**src/rtl/ps2_kbd_rx.sv**
```systemverilog
// PS/2 device-to-host receiver: synchronised, glitch-filtered clock, frame checker and show-ahead FIFO.
// Define PS2_RX_TIMEOUT_EN to build the intra-frame idle timeout (TIMEOUT_CYC) and the tmo_o flag.
module ps2_kbd_rx #(
    parameter int FIFO_DEPTH  = 8,
    parameter int FILT_LEN    = 4,
    parameter int TIMEOUT_CYC = 24000
) (
    input  logic                          clk_i,
    input  logic                          rst_n_i,
    input  logic                          ps2_clk_i,
    input  logic                          ps2_dat_i,
    input  logic                          rx_pop_i,
    input  logic                          err_clr_i,
    output logic [7:0]                    rx_dat_o,
    output logic                          rx_vld_o,
    output logic [$clog2(FIFO_DEPTH):0]   rx_cnt_o,
    output logic                          perr_o,
    output logic                          ferr_o,
    output logic                          ovf_o,
    output logic                          tmo_o,
    output logic                          irq_o
);
    localparam int AW = $clog2(FIFO_DEPTH);
    localparam int CW = AW + 1;
    localparam int FW = $clog2(FILT_LEN + 1);

    typedef enum logic [1:0] {S_IDLE, S_DATA, S_PAR, S_STOP} state_t;

    logic [1:0]    clk_sync_q, clk_sync_d, dat_sync_q, dat_sync_d;
    logic [FW-1:0] filt_cnt_q, filt_cnt_d;
    logic          filt_lvl_q, filt_lvl_d;
    logic          fe, dat_s;
    state_t        state_q, state_d;
    logic [2:0]    bit_idx_q, bit_idx_d;
    logic [7:0]    shreg_q, shreg_d;
    logic          par_q, par_d;
    logic          good, perr_set, ferr_set, ovf_set;
    logic          perr_q, perr_d, ferr_q, ferr_d, ovf_q, ovf_d;
    logic [AW-1:0] wr_ptr_q, wr_ptr_d, rd_ptr_q, rd_ptr_d;
    logic [CW-1:0] cnt_q, cnt_d;
    logic          push, pop, full;
    logic [7:0]    mem_q [FIFO_DEPTH];

    assign dat_s = dat_sync_q[1];

    // Clock filter: level flips only after FILT_LEN consecutive disagreeing samples.
    always_comb begin
        clk_sync_d = {clk_sync_q[0], ps2_clk_i};
        dat_sync_d = {dat_sync_q[0], ps2_dat_i};
        filt_cnt_d = '0;
        filt_lvl_d = filt_lvl_q;
        fe         = 1'b0;
        if (clk_sync_q[1] != filt_lvl_q) begin
            if (filt_cnt_q == FW'(FILT_LEN - 1)) begin
                filt_lvl_d = ~filt_lvl_q;
                fe         = filt_lvl_q;
            end else begin
                filt_cnt_d = filt_cnt_q + 1'b1;
            end
        end
    end

`ifdef PS2_RX_TIMEOUT_EN
    localparam int TW = $clog2(TIMEOUT_CYC + 1);
    logic [TW-1:0] tmo_cnt_q, tmo_cnt_d;
    logic          tmo_set, tmo_q, tmo_d;
`endif

    always_comb begin
        state_d   = state_q;
        bit_idx_d = bit_idx_q;
        shreg_d   = shreg_q;
        par_d     = par_q;
        good      = 1'b0;
        perr_set  = 1'b0;
        ferr_set  = 1'b0;
        if (fe) begin
            unique case (state_q)
                S_IDLE: if (!dat_s) begin
                    state_d   = S_DATA;
                    bit_idx_d = '0;
                end
                S_DATA: begin
                    shreg_d   = {dat_s, shreg_q[7:1]};
                    bit_idx_d = bit_idx_q + 1'b1;
                    if (bit_idx_q == 3'd7) state_d = S_PAR;
                end
                S_PAR: begin
                    par_d   = dat_s;
                    state_d = S_STOP;
                end
                default: begin
                    state_d = S_IDLE;
                    if (!dat_s)                ferr_set = 1'b1;
                    else if (!(^{shreg_q, par_q})) perr_set = 1'b1;
                    else                       good     = 1'b1;
                end
            endcase
        end
`ifdef PS2_RX_TIMEOUT_EN
        tmo_cnt_d = '0;
        tmo_set   = 1'b0;
        if (state_q != S_IDLE && !fe) begin
            if (tmo_cnt_q == TW'(TIMEOUT_CYC - 1)) begin
                state_d   = S_IDLE;
                bit_idx_d = '0;
                tmo_set   = 1'b1;
            end else begin
                tmo_cnt_d = tmo_cnt_q + 1'b1;
            end
        end
        tmo_d = (tmo_q & ~err_clr_i) | tmo_set;
`endif
    end

    // A full FIFO still accepts a byte when the head is popped in the same cycle.
    always_comb begin
        pop      = rx_pop_i & (cnt_q != '0);
        full     = (cnt_q == CW'(FIFO_DEPTH));
        push     = good & (~full | pop);
        ovf_set  = good & full & ~pop;
        wr_ptr_d = push ? wr_ptr_q + 1'b1 : wr_ptr_q;
        rd_ptr_d = pop  ? rd_ptr_q + 1'b1 : rd_ptr_q;
        cnt_d    = cnt_q;
        if (push && !pop)      cnt_d = cnt_q + 1'b1;
        else if (pop && !push) cnt_d = cnt_q - 1'b1;
        perr_d = (perr_q & ~err_clr_i) | perr_set;
        ferr_d = (ferr_q & ~err_clr_i) | ferr_set;
        ovf_d  = (ovf_q  & ~err_clr_i) | ovf_set;
    end

    always_ff @(posedge clk_i or negedge rst_n_i) begin
        if (!rst_n_i) begin
            clk_sync_q <= 2'b11;
            dat_sync_q <= 2'b11;
            filt_cnt_q <= '0;
            filt_lvl_q <= 1'b1;
            state_q    <= S_IDLE;
            bit_idx_q  <= '0;
            shreg_q    <= '0;
            par_q      <= 1'b0;
            wr_ptr_q   <= '0;
            rd_ptr_q   <= '0;
            cnt_q      <= '0;
            perr_q     <= 1'b0;
            ferr_q     <= 1'b0;
            ovf_q      <= 1'b0;
        end else begin
            clk_sync_q <= clk_sync_d;
            dat_sync_q <= dat_sync_d;
            filt_cnt_q <= filt_cnt_d;
            filt_lvl_q <= filt_lvl_d;
            state_q    <= state_d;
            bit_idx_q  <= bit_idx_d;
            shreg_q    <= shreg_d;
            par_q      <= par_d;
            wr_ptr_q   <= wr_ptr_d;
            rd_ptr_q   <= rd_ptr_d;
            cnt_q      <= cnt_d;
            perr_q     <= perr_d;
            ferr_q     <= ferr_d;
            ovf_q      <= ovf_d;
        end
    end

`ifdef PS2_RX_TIMEOUT_EN
    always_ff @(posedge clk_i or negedge rst_n_i) begin
        if (!rst_n_i) begin
            tmo_cnt_q <= '0;
            tmo_q     <= 1'b0;
        end else begin
            tmo_cnt_q <= tmo_cnt_d;
            tmo_q     <= tmo_d;
        end
    end
    assign tmo_o = tmo_q;
`else
    assign tmo_o = 1'b0;
`endif

    always_ff @(posedge clk_i) begin
        if (push) mem_q[wr_ptr_q] <= shreg_q;
    end

    // Head is forced to zero while empty so the reset value is defined without clearing storage.
    assign rx_vld_o = (cnt_q != '0);
    assign rx_dat_o = rx_vld_o ? mem_q[rd_ptr_q] : 8'h00;
    assign rx_cnt_o = cnt_q;
    assign perr_o   = perr_q;
    assign ferr_o   = ferr_q;
    assign ovf_o    = ovf_q;
    assign irq_o    = rx_vld_o | perr_q | ferr_q | ovf_q | tmo_o;

endmodule

```
**config.mk**
```make
export PLATFORM = sky130hd
export DESIGN_NAME = ps2_kbd_rx
export DESIGN_NICKNAME = d
export VERILOG_FILES = /design/src/rtl/ps2_kbd_rx.sv
export SDC_FILE = /design/constraint.sdc
export NUM_CORES = 1
export LEC_CHECK = 0
export ABC_AREA = 1
export CAP_MARGIN = 20
export CORE_ASPECT_RATIO = 0.9
export CORE_UTILIZATION = 60
export CTS_CLUSTER_SIZE = 40
export DETAILED_ROUTE_END_ITERATION = 16
export DONT_BUFFER_PORTS = 1
export MAX_ROUTING_LAYER = met4
export PLACE_DENSITY = 0.83
export SLEW_MARGIN = 5
export SYNTH_ARGS = -nofsm -noshare
export SYNTH_HDL_FRONTEND = slang
export SYNTH_SLANG_ARGS = --single-unit
```
**constraint.sdc**
```tcl
create_clock -name clk_i -period 7.7 [get_ports clk_i]
set_input_delay 0.385 -clock clk_i [delete_from_list [all_inputs] [get_ports clk_i]]
set_output_delay 0.385 -clock clk_i [all_outputs]
set_load 0.02 [all_outputs]
```
# After elaboration in Yosys (flattened, before gate mapping)
# Memories as Yosys holds them, arrays and structs flattened.
# Index checks and enable logic that the tools add are counted.
totals:
  ramBits: 64
  wordCells: 87
  inputBits: 6
  mem_count: 1
  regBits: 35
classes:
  n_eq_ne: 8
  reduce_logical: 15
  mux: 25
  bitwise_logic: 18
  addsub: 6
mem_list:
  columns: ["name", "depth", "width", "rd", "rd_clocked_by_memory_dff", "write_ports", "line_no", "text"]
  rows:
  - ["mem_q", 8, 8, 1, 0, 1, "42", "logic [7:0] mem_q [FIFO_DEPTH];"]
ops:
  columns: ["op", "count"]
  rows:
  - ["1-bit 2-to-1 mux", 15]
  - ["3-bit by 1-bit adder with 3-bit output (second input constant)", 4]
  - ["3-bit 2-to-1 mux", 3]
  - ["9-bit XOR reduction", 1]
  - ["4-bit 2-to-1 mux", 2]
  - ["8-bit 2-to-1 mux", 1]
  - ["1-bit AND", 7]
  - ["1-bit OR", 7]
  - ["2-bit one-hot mux with 3 select lines", 1]
  - ["3-bit one-hot mux with 2 select lines", 1]
  - ["2-bit AND reduction", 3]
  - ["3-bit AND reduction", 2]
  - ["4-bit by 1-bit adder with 4-bit output (second input constant)", 1]
  - ["4-bit equality test (second input constant)", 1]
  - ["2-bit 2-to-1 mux", 2]
  - ["2-bit inequality test (second input constant)", 2]
  - ["1-bit NOT", 4]
  - ["2-bit nonzero test", 2]
  - ["4-bit nonzero test", 1]
  - ["4-bit by 1-bit subtractor with 4-bit output (second input constant)", 1]
  - ["3-bit by 2-bit equality test with 1-bit output (second input constant)", 1]
  - ["3-bit equality test (second input constant)", 1]
  - ["3-bit OR reduction", 1]
  - ["2-bit by 1-bit equality test with 1-bit output (second input constant)", 1]
  - ["5 further kinds", 7]

# Longest topological paths before layout
logic_depth:
  depth_word: 10
  ltp_mapped: 18

# Least setup slack after synthesis
# No wires, ideal clock.
synth_path:
  path_kind: "register to register"
  startpoint: "register cnt_q[0] (netlist: rx_cnt_o[0])"
  endpoint: "register cnt_q[3] (netlist: rx_cnt_o[3])"
  path_stages_with_launch: 18
  n_path_buf: 0
  setup_ns: 0.122
  t_arrival_ns: 2.432
  setup_slack_ns: 5.146
  path_cell_list: "dfrtp_1 > nor2_1 > inv_1 > nor3_2 > inv_1 > nand2_2 > nand2_2 > nand4_1 > inv_1 > ha_1 > inv_1 > ha_1 > a21o_1 > a21oi_1 > nor2_1 > nor2_1 > nand2_1 > xor2_1"
synth_between:
  elab_chain_len: 7
  elab_cells_between_ends: 15
  classes_between: "2 x add/sub; 1 x eq/ne; 2 x mux; 4 x bitwise; 6 x reduce/logical"
synth_rtl:
  columns: ["item", "line_no", "text"]
  rows:
  - ["from (decl)", "40", "logic [CW-1:0] cnt_q, cnt_d;"]
  - ["from (signal assigned)", "159", "cnt_q <= cnt_d;"]
  - ["4-bit nonzero test or 4-bit equality test (tied branches)", "118, 119", null]
  - ["1-bit AND or 1-bit NOT (tied branches)", "118, 120", null]
  - ["1-bit OR *", "120", "push = good & (~full | pop);"]
  - ["1-bit AND *", "120", null]
  - ["via push", "41", "logic push, pop, full;"]
  - ["1-bit zero test", "126", "else if (pop && !push) cnt_d = cnt_q - 1'b1;"]
  - ["1-bit logical AND", "126", null]
  - ["2-bit nonzero test (no line)", null, null]
# Mark *: on every way through the listed nets, which the timed path passes. The rest lies on a longest branch. The select of a mux whose other input is x is not followed.
# A chain may end at the register's enable or synchronous reset.

# Worst setup path after layout
layout_path:
  startpoint: "register cnt_q[1] (netlist: rx_cnt_o[1])"
  endpoint: "register cnt_q[3] (netlist: rx_cnt_o[3])"
layout_between:
  elab_chain_len: 7
  elab_cells_between_ends: 15
  classes_between: "2 x add/sub; 1 x eq/ne; 2 x mux; 4 x bitwise; 6 x reduce/logical"
layout_rtl:
  columns: ["item", "line_no", "text"]
  rows:
  - ["4-bit nonzero test *", null, null]
  - ["via rx_vld_o", "15", "output logic rx_vld_o,"]
  - ["1-bit AND *", "118", "pop = rx_pop_i & (cnt_q != '0);"]
  - ["1-bit OR *", "120", null]
  - ["1-bit AND *", "120", null]
  - ["via push", "41", null]
  - ["1-bit zero test", "126", null]
  - ["1-bit logical AND", "126", null]
  - ["2-bit nonzero test (no line)", null, null]
# Marks and branches as above.

==> results.md <==
- Status: completed
- Routed met1 length: 3.34 mm
- Count of max-cap constraint violations: 0
- Areal power density over the cells: 307 mW/mm2
- Core occupancy in the finished layout: 66.6%
- Relative contribution of sequential cells to total power: 47.3%
- Highest metal layer used by the detailed router: met4
- WHS Endpoint: ferr_o
- Critical-path top delay cell: sky130_fd_sc_hd__dfrtp_1
- Fraction of final layout cells with drive strength greater than 1: 12.2%
- Share of the synthesized netlist area taken by xor and xnor gates: 1.60%
- DRC: 0
- Grt ovf: 0
- Syn Std Cell Area: 0.00438 mm2
- Largest net degree at the start of global routing: 36
- Total design power: 1.44 mW
- Met2 Wirelength: 3.91 mm
- Maximum level of the CTS H-tree: 3
- Post-placement cell area: 0.00445 mm2
- Final-report hold violation count: 0
- Sw Pwr: 551 uW
- Startpoint of the most critical hold path: err_clr_i
- CTS tree: done
- Cells taking the most area after synthesis: sky130_fd_sc_hd__edfxtp_1 (44%), sky130_fd_sc_hd__dfrtp_1 (17%), sky130_fd_sc_hd__nor2_1 (6.5%), sky130_fd_sc_hd__o21ai_0 (4.8%), sky130_fd_sc_hd__nand2_1 (3.9%)
- Worst r2r src: rx_cnt_o[1]
- Flop2flop setup slack: 4530 ps
- Worst Clk Skew: 16.2 ps
- Clock tree buffer depth: 2
- Final std cell area, no fill: 0.00471 mm2
- Share of power burned in combinational logic: 28.4%
- Final max-slew violation count: 0
- Post-Synth Simple-Gate Area: 16.2%
- VDD IR max: 0.282 mV
- Worst R2R Path Depth: 17
- Leading cell type in the layout, fill and taps excluded: sky130_fd_sc_hd__nor2_1
- Routed wire length: 7.85 mm
- Maximum net fanout on the critical path: 11
- Core footprint: 0.00708 mm2
- Hold-critical path depth: 1
- Compound-gate portion of the synthesized area: 9.13%
- Chip height: 83.1 um
- Slew HR: 27.2%
- Routed wire length per instance: 15.9 um
- Share of the synthesized area in the top cell type: 43.8%
- Tightest hold margin: 119 ps
- Number of nets at the end of the flow: 416
- Weighted congestion reported at the end of routability-driven placement: 0.816
- Number of antenna violations at the first check in global routing: 0
- Cell type with the highest occurrence count on the critical path: sky130_fd_sc_hd__inv_1
- Cell internal pwr: 893 uW
- Root buffer cell: sky130_fd_sc_hd__clkbuf_8
- Min Clock Period, post-route: 3170 ps
- Clock insertion delay at the later pin of the skew report: 370 ps
- Setup TNS: 0 ps
- Wire length of the first global-routing pass: 13.1 mm
- Share of cell area taken by muxes after synthesis: 0.514%
- Mean cell area of the mapped netlist: 11.1 um2
- Commonest cells after routing, fill and taps aside: sky130_fd_sc_hd__nor2_1 (76), sky130_fd_sc_hd__edfxtp_1 (64), sky130_fd_sc_hd__nand2_1 (46)
- Floorplan die width: 92.1 um
- Number of DRC markers after the initial detailed-route iteration: 173
- Setup-violating endpoint count in the final report: 0
- Number of buffers and inverters on the critical path: 4
- Reg-to-reg critical path endpoint: rx_cnt_o[3]
- Detail Placement HPWL: 5.12 mm
- Warnings from Yosys: 0
- Part of the total power dissipated in the clock network: 24.3%
- Area growth from synthesis to layout: 7.48%
- Post-synthesis register bit count: 99
- Largest stage delay on the critical path: 560 ps
- Clock-pin transition on the worst setup and hold timing paths: 90 ps
- Maximum operating frequency: 315 MHz
- Via count of the routed design: 2,820
- Reported leakage power: 1.81 nW
- Dominant delay contributor by cell family on the critical path: simple AND/OR/NAND/NOR gates
- Overall global routing resource usage: 23.3%
- Post-synthesis sequential area ratio: 64.0%
- CP Depth: 17
- Final antenna diode count: 0
- Detailed-route vias per instance: 5.70
- Number of library cell types mapped by synthesis: 36
- Largest area contributor in the netlist: sky130_fd_sc_hd__edfxtp_1
- Arrival time of the worst setup path: 3420 ps
- Class of the worst hold path: in2reg
- Share of synthesized cell area in full adder, half adder and majority cells: 3.88%
- Detail Route Antenna Nets: 0
- Number of global-route vias before repair: 2,818
- Detail Route met3 WL: 467 um
- Worst Setup Start Kind: flop
- Endpoint required time on the critical path: 7950 ps
- Post-synth net total: 413
- Proportion of total power due to net switching: 38.2%
- Port Buffer Count: 0
- Initial cell density of the core: 62.0%
- Combinational family with the most area after synthesis: simple AND/OR/NAND/NOR gates
- Chain of cells forming the critical path: nor2_1 -> inv_1 -> nor3_2 -> inv_1 -> nand2_2 -> nand2_2 -> nand4_1 -> inv_1 -> ha_1 -> inv_1 -> ha_1 -> a21o_1 -> a21oi_1 -> nor2_1 -> nor2_1 -> nand2_1 -> xor2_1
- Top-Level Pins: 24
- Category of the critical setup timing path: reg2reg
- Die outline area: 0.00765 mm2
- 1st-pass router iterations: 4
- Worst-Margin Slew: 1090 ps
- CTS buffer count: 9
- Setup repair after global routing missed its margin: no
- Row count: 29
- Cells after Synth: 394
- Period utilization: 41.2%
- CP endpoint kind: flop
- Clock sinks: 99
-- cells in the mapped netlist, drive strengths merged --
cell,instances
conb,1
nor3,5
o21a,1
o22ai,1
xnor2,3
nand4,2
o211ai,2
clkbuf,6
dfrtp,30
fa,1
dfstp,5
xor2,5
o32ai,17
mux2,2
edfxtp,64
nor2,82
a21oi,1
a21o,1
buf,7
o21ai,42
ha,12
nand3,13
inv,37
nand2,53
clkinv,1
-- power groups by stage --
stage	logic [mW]	registers, mW	clock network, mW
after global routing	0.455	0.691	0.378
after CTS	0.412	0.682	0.356
after detailed placement	0.401	0.693	0
final	0.411	0.683	0.351
after floorplan	0.350	0.660	0
after global placement	0.387	0.690	0
-- per-layer routing --
metal  GRT usage, %  vias up
met4           7.24        0
met2           36.6       87
met1           29.8     1373
li1               -     1348
met5              -        -
met3           6.59       12
-- state kept, by name, summed over array words and instances (netlist names) --
register    cells
ovf_o           1
mem_q          64
bit_idx_q       3
filt_cnt_q      3
state_q         2
rx_cnt_o        4
filt_lvl_q      1
par_q           1
shreg_q         8
perr_o          1
wr_ptr_q        3
dat_sync_q      2
clk_sync_q      2
rd_ptr_q        3
ferr_o          1
-- stage by stage --
step                worst slack, ps  std cells
CTS                            4520        495
global placement               4680        475
finish                         4530        495
detailed placement             4550        475
global route                   4200        495
floorplan                      5150        394
-- worst max-delay path by stage --
stage | startpoint | end | slack [ps]
3_3_place_gp | rx_cnt_o[0] | rx_cnt_o[3] | 4680
4_1_cts | rx_cnt_o[1] | rx_cnt_o[3] | 4520
2_1_floorplan | rx_cnt_o[0] | rx_cnt_o[3] | 5150
6_report | rx_cnt_o[1] | rx_cnt_o[3] | 4530
3_5_place_dp | rx_cnt_o[1] | rx_cnt_o[3] | 4550
5_1_grt | rx_cnt_o[1] | rx_cnt_o[3] | 4200
-- area by class of cell --
class,count,area [um2]
clock inverter,7,88.8
inverter,38,144
multi-input combinational,244,1380
sequential,99,2800
clock buffer,9,124
fill,512,2360
timing repair buffer,5,57.6
tap,93,116
-- kinds of logic after synthesis --
logic type | after synthesis
and+or+nand+nor | 155
DFF | 99
AOI/OAI and AO/OA | 65
buffers and inverters | 51
adders and majority gates | 13
xor gates and xnor gates | 8
muxes | 2
other | 1
-- repair_timing --
action,4_1_cts,5_1_grt
hold buffers,4,0
gates resized for setup,0,0
setup buffers,0,0
setup endpoints to repair,0,0
hold endpoints to repair,37,0
No activity file was read; power rests on OpenSTA's default activity.
